$ cat config.mk
export PLATFORM = sky130hd
export DESIGN_NAME = multicycle_control
export DESIGN_NICKNAME = d
export VERILOG_FILES = /design/src/rtl/multicycle_control.sv
export SDC_FILE = /design/constraint.sdc
export NUM_CORES = 1
export LEC_CHECK = 0
export BUFFER_PORTS_ARGS = -buffer_cell sky130_fd_sc_hd__buf_2
export CORE_MARGIN = 4
export CORE_UTILIZATION = 48
export DETAILED_ROUTE_END_ITERATION = 10
export PLACE_DENSITY = 0.81
export SYNTH_ARGS = -nofsm -noshare
export SYNTH_HDL_FRONTEND = slang
export SYNTH_SLANG_ARGS = --single-unit
$ cat constraint.sdc
create_clock -name clk -period 2.3 [get_ports clk]
set_input_delay 0.115 -clock clk [delete_from_list [all_inputs] [get_ports clk]]
set_output_delay 0.115 -clock clk [all_outputs]
set_load 0.01 [all_outputs]
$ cat src/rtl/multicycle_control.sv
// Multicycle processor control FSM: fetch/decode/execute/memory sequencing with a memory-wait timeout trap.
// Define MULTICYCLE_CONTROL_IRQ_EN to redirect FETCH entry into an interrupt TRAP with a one-hot acknowledge.
module multicycle_control #(
    parameter int N_IRQ       = 4,
    parameter int MEM_TIMEOUT = 15
) (
    input  logic             clk,
    input  logic             n_rst,
    input  logic [5:0]       op_code,
    input  logic             Z,
    input  logic             supervisor,
    input  logic [N_IRQ-1:0] irq,
    input  logic             mem_ready,
    output logic             mem_req,
    output logic             IR_LD,
    output logic             PC_LD,
    output logic [5:0]       ALUFN,
    output logic             ASEL,
    output logic             BSEL,
    output logic             MOE,
    output logic             MWR,
    output logic             RA2SEL,
    output logic             WASEL,
    output logic             WERF,
    output logic [2:0]       PCSEL,
    output logic [1:0]       WDSEL,
    output logic [N_IRQ-1:0] irq_ack
);

    // state    | meaning
    // S_FETCH  | instruction read, IR_LD on mem_ready
    // S_DECODE | latch opcode, pick EXEC or MEM
    // S_EXEC   | one-cycle ALU / branch / JMP / ILLOP write-back
    // S_MEM    | LD/ST data access
    // S_TRAP   | bus-error or interrupt vector, one cycle
    typedef enum logic [2:0] {S_FETCH, S_DECODE, S_EXEC, S_MEM, S_TRAP} state_t;

    localparam logic [5:0] OP_LD  = 6'h18;
    localparam logic [5:0] OP_ST  = 6'h19;
    localparam logic [5:0] OP_JMP = 6'h1B;
    localparam logic [5:0] OP_BEQ = 6'h1C;
    localparam logic [5:0] OP_BNE = 6'h1D;
    localparam logic [5:0] FN_ADD = 6'b010000;
    localparam logic [7:0] CNT_LAST = 8'(MEM_TIMEOUT - 1);

    state_t           r_state;
    state_t           w_next;
    state_t           w_state_d;
    logic [5:0]       r_op;
    logic [7:0]       r_cnt;
    logic [N_IRQ-1:0] r_irq_ack;
    logic [N_IRQ-1:0] w_ack_d;
    logic             w_mem_req;
    logic             w_mwr;
    logic             w_wait;
    logic             w_timeout;
    logic             w_alu_ok;
    logic             w_is_alu;
    logic [5:0]       w_alufn;

    always_comb begin
        w_alu_ok = 1'b1;
        w_alufn  = '0;
        case (r_op[3:0])
            4'h0:    w_alufn = 6'b010000;
            4'h1:    w_alufn = 6'b010001;
            4'h4:    w_alufn = 6'b000011;
            4'h5:    w_alufn = 6'b000101;
            4'h6:    w_alufn = 6'b000111;
            4'h8:    w_alufn = 6'b101000;
            4'h9:    w_alufn = 6'b101110;
            4'hA:    w_alufn = 6'b100110;
            4'hB:    w_alufn = 6'b101001;
            4'hC:    w_alufn = 6'b110000;
            4'hD:    w_alufn = 6'b110001;
            4'hE:    w_alufn = 6'b110011;
            default: w_alu_ok = 1'b0;
        endcase
    end

    assign w_is_alu  = r_op[5] & w_alu_ok;
    assign w_wait    = ((r_state == S_FETCH) || (r_state == S_MEM)) && !mem_ready;
    assign w_timeout = w_wait && (r_cnt == CNT_LAST);

    always_comb begin
        w_next    = r_state;
        w_mem_req = 1'b0;
        w_mwr     = 1'b0;
        IR_LD     = 1'b0;
        PC_LD     = 1'b0;
        ALUFN     = '0;
        BSEL      = 1'b0;
        MOE       = 1'b0;
        RA2SEL    = 1'b0;
        WASEL     = 1'b0;
        WERF      = 1'b0;
        PCSEL     = 3'b000;
        WDSEL     = 2'b00;
        case (r_state)
            S_FETCH: begin
                w_mem_req = 1'b1;
                MOE       = 1'b1;
                if (mem_ready) begin
                    IR_LD  = 1'b1;
                    w_next = S_DECODE;
                end else if (w_timeout) begin
                    w_next = S_TRAP;
                end
            end
            S_DECODE: begin
                w_next = ((op_code == OP_LD) || (op_code == OP_ST)) ? S_MEM : S_EXEC;
            end
            S_EXEC: begin
                PC_LD  = 1'b1;
                WERF   = 1'b1;
                w_next = S_FETCH;
                if (w_is_alu) begin
                    ALUFN = w_alufn;
                    BSEL  = r_op[4];
                    WDSEL = 2'b01;
                end else begin
                    case (r_op)
                        OP_JMP:  PCSEL = 3'b010;
                        OP_BEQ:  PCSEL = Z ? 3'b001 : 3'b000;
                        OP_BNE:  PCSEL = Z ? 3'b000 : 3'b001;
                        default: begin
                            PCSEL = 3'b011;
                            WASEL = 1'b1;
                        end
                    endcase
                end
            end
            S_MEM: begin
                w_mem_req = 1'b1;
                BSEL      = 1'b1;
                ALUFN     = FN_ADD;
                if (r_op == OP_LD) begin
                    MOE = 1'b1;
                end else begin
                    RA2SEL = 1'b1;
                    w_mwr  = 1'b1;
                end
                if (mem_ready) begin
                    PC_LD  = 1'b1;
                    w_next = S_FETCH;
                    if (r_op == OP_LD) begin
                        WDSEL = 2'b10;
                        WERF  = 1'b1;
                    end
                end else if (w_timeout) begin
                    w_next = S_TRAP;
                end
            end
            S_TRAP: begin
                PCSEL  = 3'b100;
                WASEL  = 1'b1;
                WERF   = 1'b1;
                PC_LD  = 1'b1;
                w_next = S_FETCH;
            end
            default: w_next = S_FETCH;
        endcase
    end

`ifdef MULTICYCLE_CONTROL_IRQ_EN
    logic w_irq_take;
    assign w_irq_take = (w_next == S_FETCH) && (r_state != S_FETCH) && !supervisor && (|irq);
    assign w_state_d  = w_irq_take ? S_TRAP : w_next;
    assign w_ack_d    = w_irq_take ? (irq & (~irq + N_IRQ'(1))) : '0;
`else
    logic w_unused_irq;
    assign w_unused_irq = ^{supervisor, irq};
    assign w_state_d    = w_next;
    assign w_ack_d      = '0;
`endif

    always_ff @(posedge clk or negedge n_rst) begin
        if (!n_rst) begin
            r_state   <= S_FETCH;
            r_op      <= '0;
            r_cnt     <= '0;
            r_irq_ack <= '0;
        end else begin
            r_state   <= w_state_d;
            r_irq_ack <= w_ack_d;
            if (r_state == S_DECODE) begin
                r_op <= op_code;
            end
            if (w_state_d != r_state) begin
                r_cnt <= '0;
            end else if (w_wait) begin
                r_cnt <= r_cnt + 8'd1;
            end
        end
    end

    // Bus strobes are gated by reset so an access in flight is dropped immediately.
    assign mem_req = w_mem_req & n_rst;
    assign MWR     = w_mwr & n_rst;
    assign ASEL    = 1'b0;
    assign irq_ack = r_irq_ack;

endmodule

# [Yosys cells after proc, flatten, opt, wreduce, memory -nomap -nowiden]
# Index checks and enable logic that the tools add are counted.
[word_totals] regBits=17 out_inout_bits=25
[classes] add_sub_neg=1 n_eq_ne=23 n_mux=35 bitwise_logic=3 reduce_logical=12
[op_table] cell="$pmux 6 s12" count=1
[op_table] cell="$eq 6x5->1 const B" count=6
[op_table] cell="$eq 4x4->1 const B" count=7
[op_table] cell="$mux 8" count=2
[op_table] cell="$mux 1" count=15
[op_table] cell="$eq 4x3->1 const B" count=3
[op_table] cell="$pmux 6 s2" count=1
[op_table] cell="$reduce_or 12->1" count=1
[op_table] cell="$pmux 1 s2" count=5
[op_table] cell="$mux 3" count=3
[op_table] cell="$pmux 3 s3" count=1
[op_table] cell="$add 8x1->8 const B" count=1
[op_table] cell="$eq 8x4->1 const B" count=1
[op_table] cell="$eq 3x2->1 const B" count=2
[op_table] cell="$mux 2" count=3
[op_table] cell="$mux 6" count=1
[op_table] cell="$pmux 2 s3" count=1
[op_table] cell="$pmux 3 s2" count=1
[op_table] cell="$eq 4x1->1 const B" count=1
[op_table] cell="$logic_not 4->1" count=1
[op_table] cell="$pmux 2 s2" count=1
[op_table] cell="$reduce_or 2->1" count=2
[op_table] cell="$and 1x1->1" count=3
[op_table] cell="$eq 3x1->1 const B" count=1
[op_table] cell="8 further kinds" count=10

# [Depth between registers and ports, before layout]
[depth] depth_word=9 depth_mapped=5 ltp_nobuf=5

# [Worst setup path before layout]
# Ideal clock, no wire load.
[synth_path] path_kind="reg-to-output" start="register r_state[2]" end="output ALUFN[1]" arrival_ns=1.657 required_ns=2.185 slack_ns=0.528 path_stages_with_launch=5 path_buffers=1 path_cell_list="dfrtp_1 > buf_2 > or3b_4 > a311o_4 > nor3_1"
[synth_via] elab_chain_len=2
[synth_rtl] element="start: declaration" line="46" rtl="state_t r_state;"
[synth_rtl] element="start signal: assignment" line="184" rtl="r_state <= w_state_d;"
[synth_rtl] element="$eq 3x2->1" line="99" rtl="case (r_state)"
[synth_rtl] element="$pmux 6 s2 *" line="99"
[synth_rtl] element="end: declaration" line="17" rtl="output logic [5:0] ALUFN,"
# Mark *: on every way between the ends. The rest lies on a longest branch, timed or not.

# [Worst setup path after layout]
[layout_path] start="register r_state[2]" end="output ALUFN[0]"
# The elaborated chain is that of the path after synthesis.

==> results.md <==
- Rows: 17
- Combinational Power Share: 49.8%
- Drt pass-1 iters: 4
- Die Wd: a little under 60 um
- Commonest non-fill, non-tap cell in the layout: buf_2
- Initial core utilization: a little over half
- Commonest non-fill, non-tap cells in the layout: 29 x buf_2, 15 x dfrtp_1, 10 x nor3_1
- Hold Violations, Final: 0
- Max Cap Viol: 0
- Reg clk slew, reported paths: approximately 0.10 ns
- Sequential Power Share: between 30% and 40%
- Pwr per Cell Area: 1008 nW/um^2
- Tcrit/Tclk final: between 90 and 100%
- Worst Setup Start Kind: flip-flop
- Gr ovfl total: 0
- Seq/Total Area, Yosys: around 35%
- Vias per cell: 5.635
- Net Sw Frac: between 40% and 50%
- P&R area growth vs syn: 17.62%
- N_diodes: 0
- Min-delay worst type: in -> reg
- Root Buffer: clkbuf_4
- Initial drt markers: 56
- Slew Limit Fails: 0
- Largest net degree at the start of global routing: 20
- Nets: between 150 and 200
- Distinct cell type count after synthesis: 43
- First-pass GRT wire length: 4326 um
- Finished Layout Cells: 197
- Die ar.: approximately 3400 sq um
- Overall routed net length: approximately 2700 um
- Vias in the first global route: 1009
- Slew headroom: between 60% and 70%
- FF+latch count, synth: 17
- Syn avg cell area: around 8.8 sq um
- Htree depth: 1
- Die Y: between 50 and 60 um
- Initial antenna violation count: 0
- Num CTS Buffers: 3
- Peak Freq: about 0.46 GHz
- Worst skew pair latency: just under 0.3 ns
- DP Area: roughly 1300 sq um
- Hpwl dp: between 2000 and 2500 um
- Clock Sinks: 17
- DR vias: 1110
- Mapped Area: 1200 sq um
- Layout cells sized above 1: roughly 30%
- Synth warn: 0
- Worst setup EP type: output port
- TritonCTS clock tree: yes
- Final setup violating endpoints: 0
- Mapped Cells: between 100 and 150
- Pint: 780.0 uW
- Fraction of registers with async set or reset after synthesis: between 90% and 100%
- Setup Crit Path Kind: reg -> out
- Top_reg_cell synth: dfrtp_1
- Critical path peak fanout: 8
- Psw: 642.7 uW
- Io pins: 40
- Residual DRC: 0
- Worst Skew: ~0.0096 ns
- Minimum clock period after layout: between 2 and 2.5 ns
- Final ANT Viol Nets: 0
- Clk buf depth: 2
- Final Cell Area: 1411 sq um
- Placed insts: approximately 190
- Clock power frac: 11.0%
- Number of synthesized flops with an enable pin: 0
- Worst EP required: 2.18 ns
- Status: complete, no violations
- GP Congestion: 0.8349
- VDD IR max: 566.2 uV
- Core Box Area: between 2000 and 2500 sq um
- PortBufs: 29
- Final setup TNS: 0 ns
- Critical path data arrival time: a little over 2 ns
- Tightest Pin Transition: between 0.5 and 0.6 ns
- RSZ-0062 raised after global routing: no
- Total track usage: 16.37%
- Leak pwr: about 0.66 nW
- Routed WL per cell: approximately 13 um
-- worst paths after layout --
check	start	end	slack, ns	cells after the start
setup / recovery	r_state[2]	ALUFN[0]	0.12	4
hold reg to reg	r_cnt[0]	r_cnt[0]	0.59	1
max in group asynchronous	n_rst	r_state[1]	1.73	2
min in group asynchronous	n_rst	r_cnt[7]	0.27	2
hold / removal	op_code[4]	r_op[4]	0.05	3
setup reg to reg	r_cnt[0]	r_state[2]	0.67	6
-- flip-flops by register name, summed over array words and instances (netlist names) --
register  count
r_cnt         8
r_op          6
r_state       3
-- layer usage --
metal  share of wire (%)  wire [um]  up-vias  GRT usage, %
met5                   0          0        -             0
met3                 7.2        192        4         2.450
li1                    -          -      550             -
met2                  49       1295       40         27.42
met4                 1.8         47        0         8.940
met1                  42       1124      516         20.08
-- Yosys cell counts, types with 4 or more instances --
cell,count,share of area [%]
buf_4,5,3.1
nand3_1,4,1.7
nand2_1,8,2.5
o21ai_0,8,3.3
clkbuf_1,5,1.6
nor3_1,10,4.2
nor2_1,7,2.2
a21oi_1,4,1.7
a211oi_1,5,3.1
nor2b_1,4,2.1
inv_1,8,2.5
dfrtp_1,17,35
-- stage by stage --
step / setup WS, ns / util (%) / power [mW] / hold slack, ns
2_1_floorplan: 0.5281 / - / 1.074 / -0.1806
3_3_place_gp: 0.4329 / 58.71 / 1.239 / 0.05312
3_5_place_dp: 0.4011 / 58.71 / 1.265 / 0.06132
4_1_cts: 0.07641 / 60.35 / 1.424 / 0.04126
5_1_grt: 0.006500 / 61.44 / 1.547 / 0.05188
6_report: 0.1237 / 61.44 / 1.423 / 0.04606
-- layout make-up --
cell class	count	area [sq um]
inverter	8	30.03
clock buffer	3	22.52
clock inverter	1	5.005
fill	202	885.9
tap	28	35.03
timing repair buffer	35	192.7
multi-input combinational	105	698.2
sequential	17	427.9
-- what timing repair did --
action | CTS | global route
endpoints found under the hold margin | 17 | 0
setup endpoints to repair | 0 | 1
hold buffers | 1 | 0
buffers inserted | 0 | 3
resized for setup | 0 | 2
-- worst max-delay path: stages (launching register included) --
cell and delay, ns:
dfrtp_2 0.46, or3b_4 0.44, a311o_4 0.45, nor4_4 0.27, buf_2 0.16
-- power by group through the flow --
stage	combinational [mW]	clock (mW)	sequential, mW
6_report	0.709	0.157	0.557
5_1_grt	0.795	0.174	0.578
4_1_cts	0.715	0.162	0.548
3_5_place_dp	0.711	0	0.554
3_3_place_gp	0.691	0	0.548
2_1_floorplan	0.624	0	0.450
-- kinds of logic (layout without fill, tap and decap cells) --
| kind of cell | Yosys count | after routing | share of synthesized area [%] |
|---|---|---|---|
| compound gates | 32 | 32 | 18.14 |
| buf+inv | 19 | 47 | 7.612 |
| other cells | 1 | 5 | 0.3125 |
| xor+xnor | 6 | 6 | 4.380 |
| mux | 3 | 3 | 2.815 |
| flops | 17 | 17 | 35.45 |
| fa+ha+maj | 2 | 2 | 2.085 |
| simple gates | 57 | 57 | 29.20 |
(Power assumes the default switching activity.)
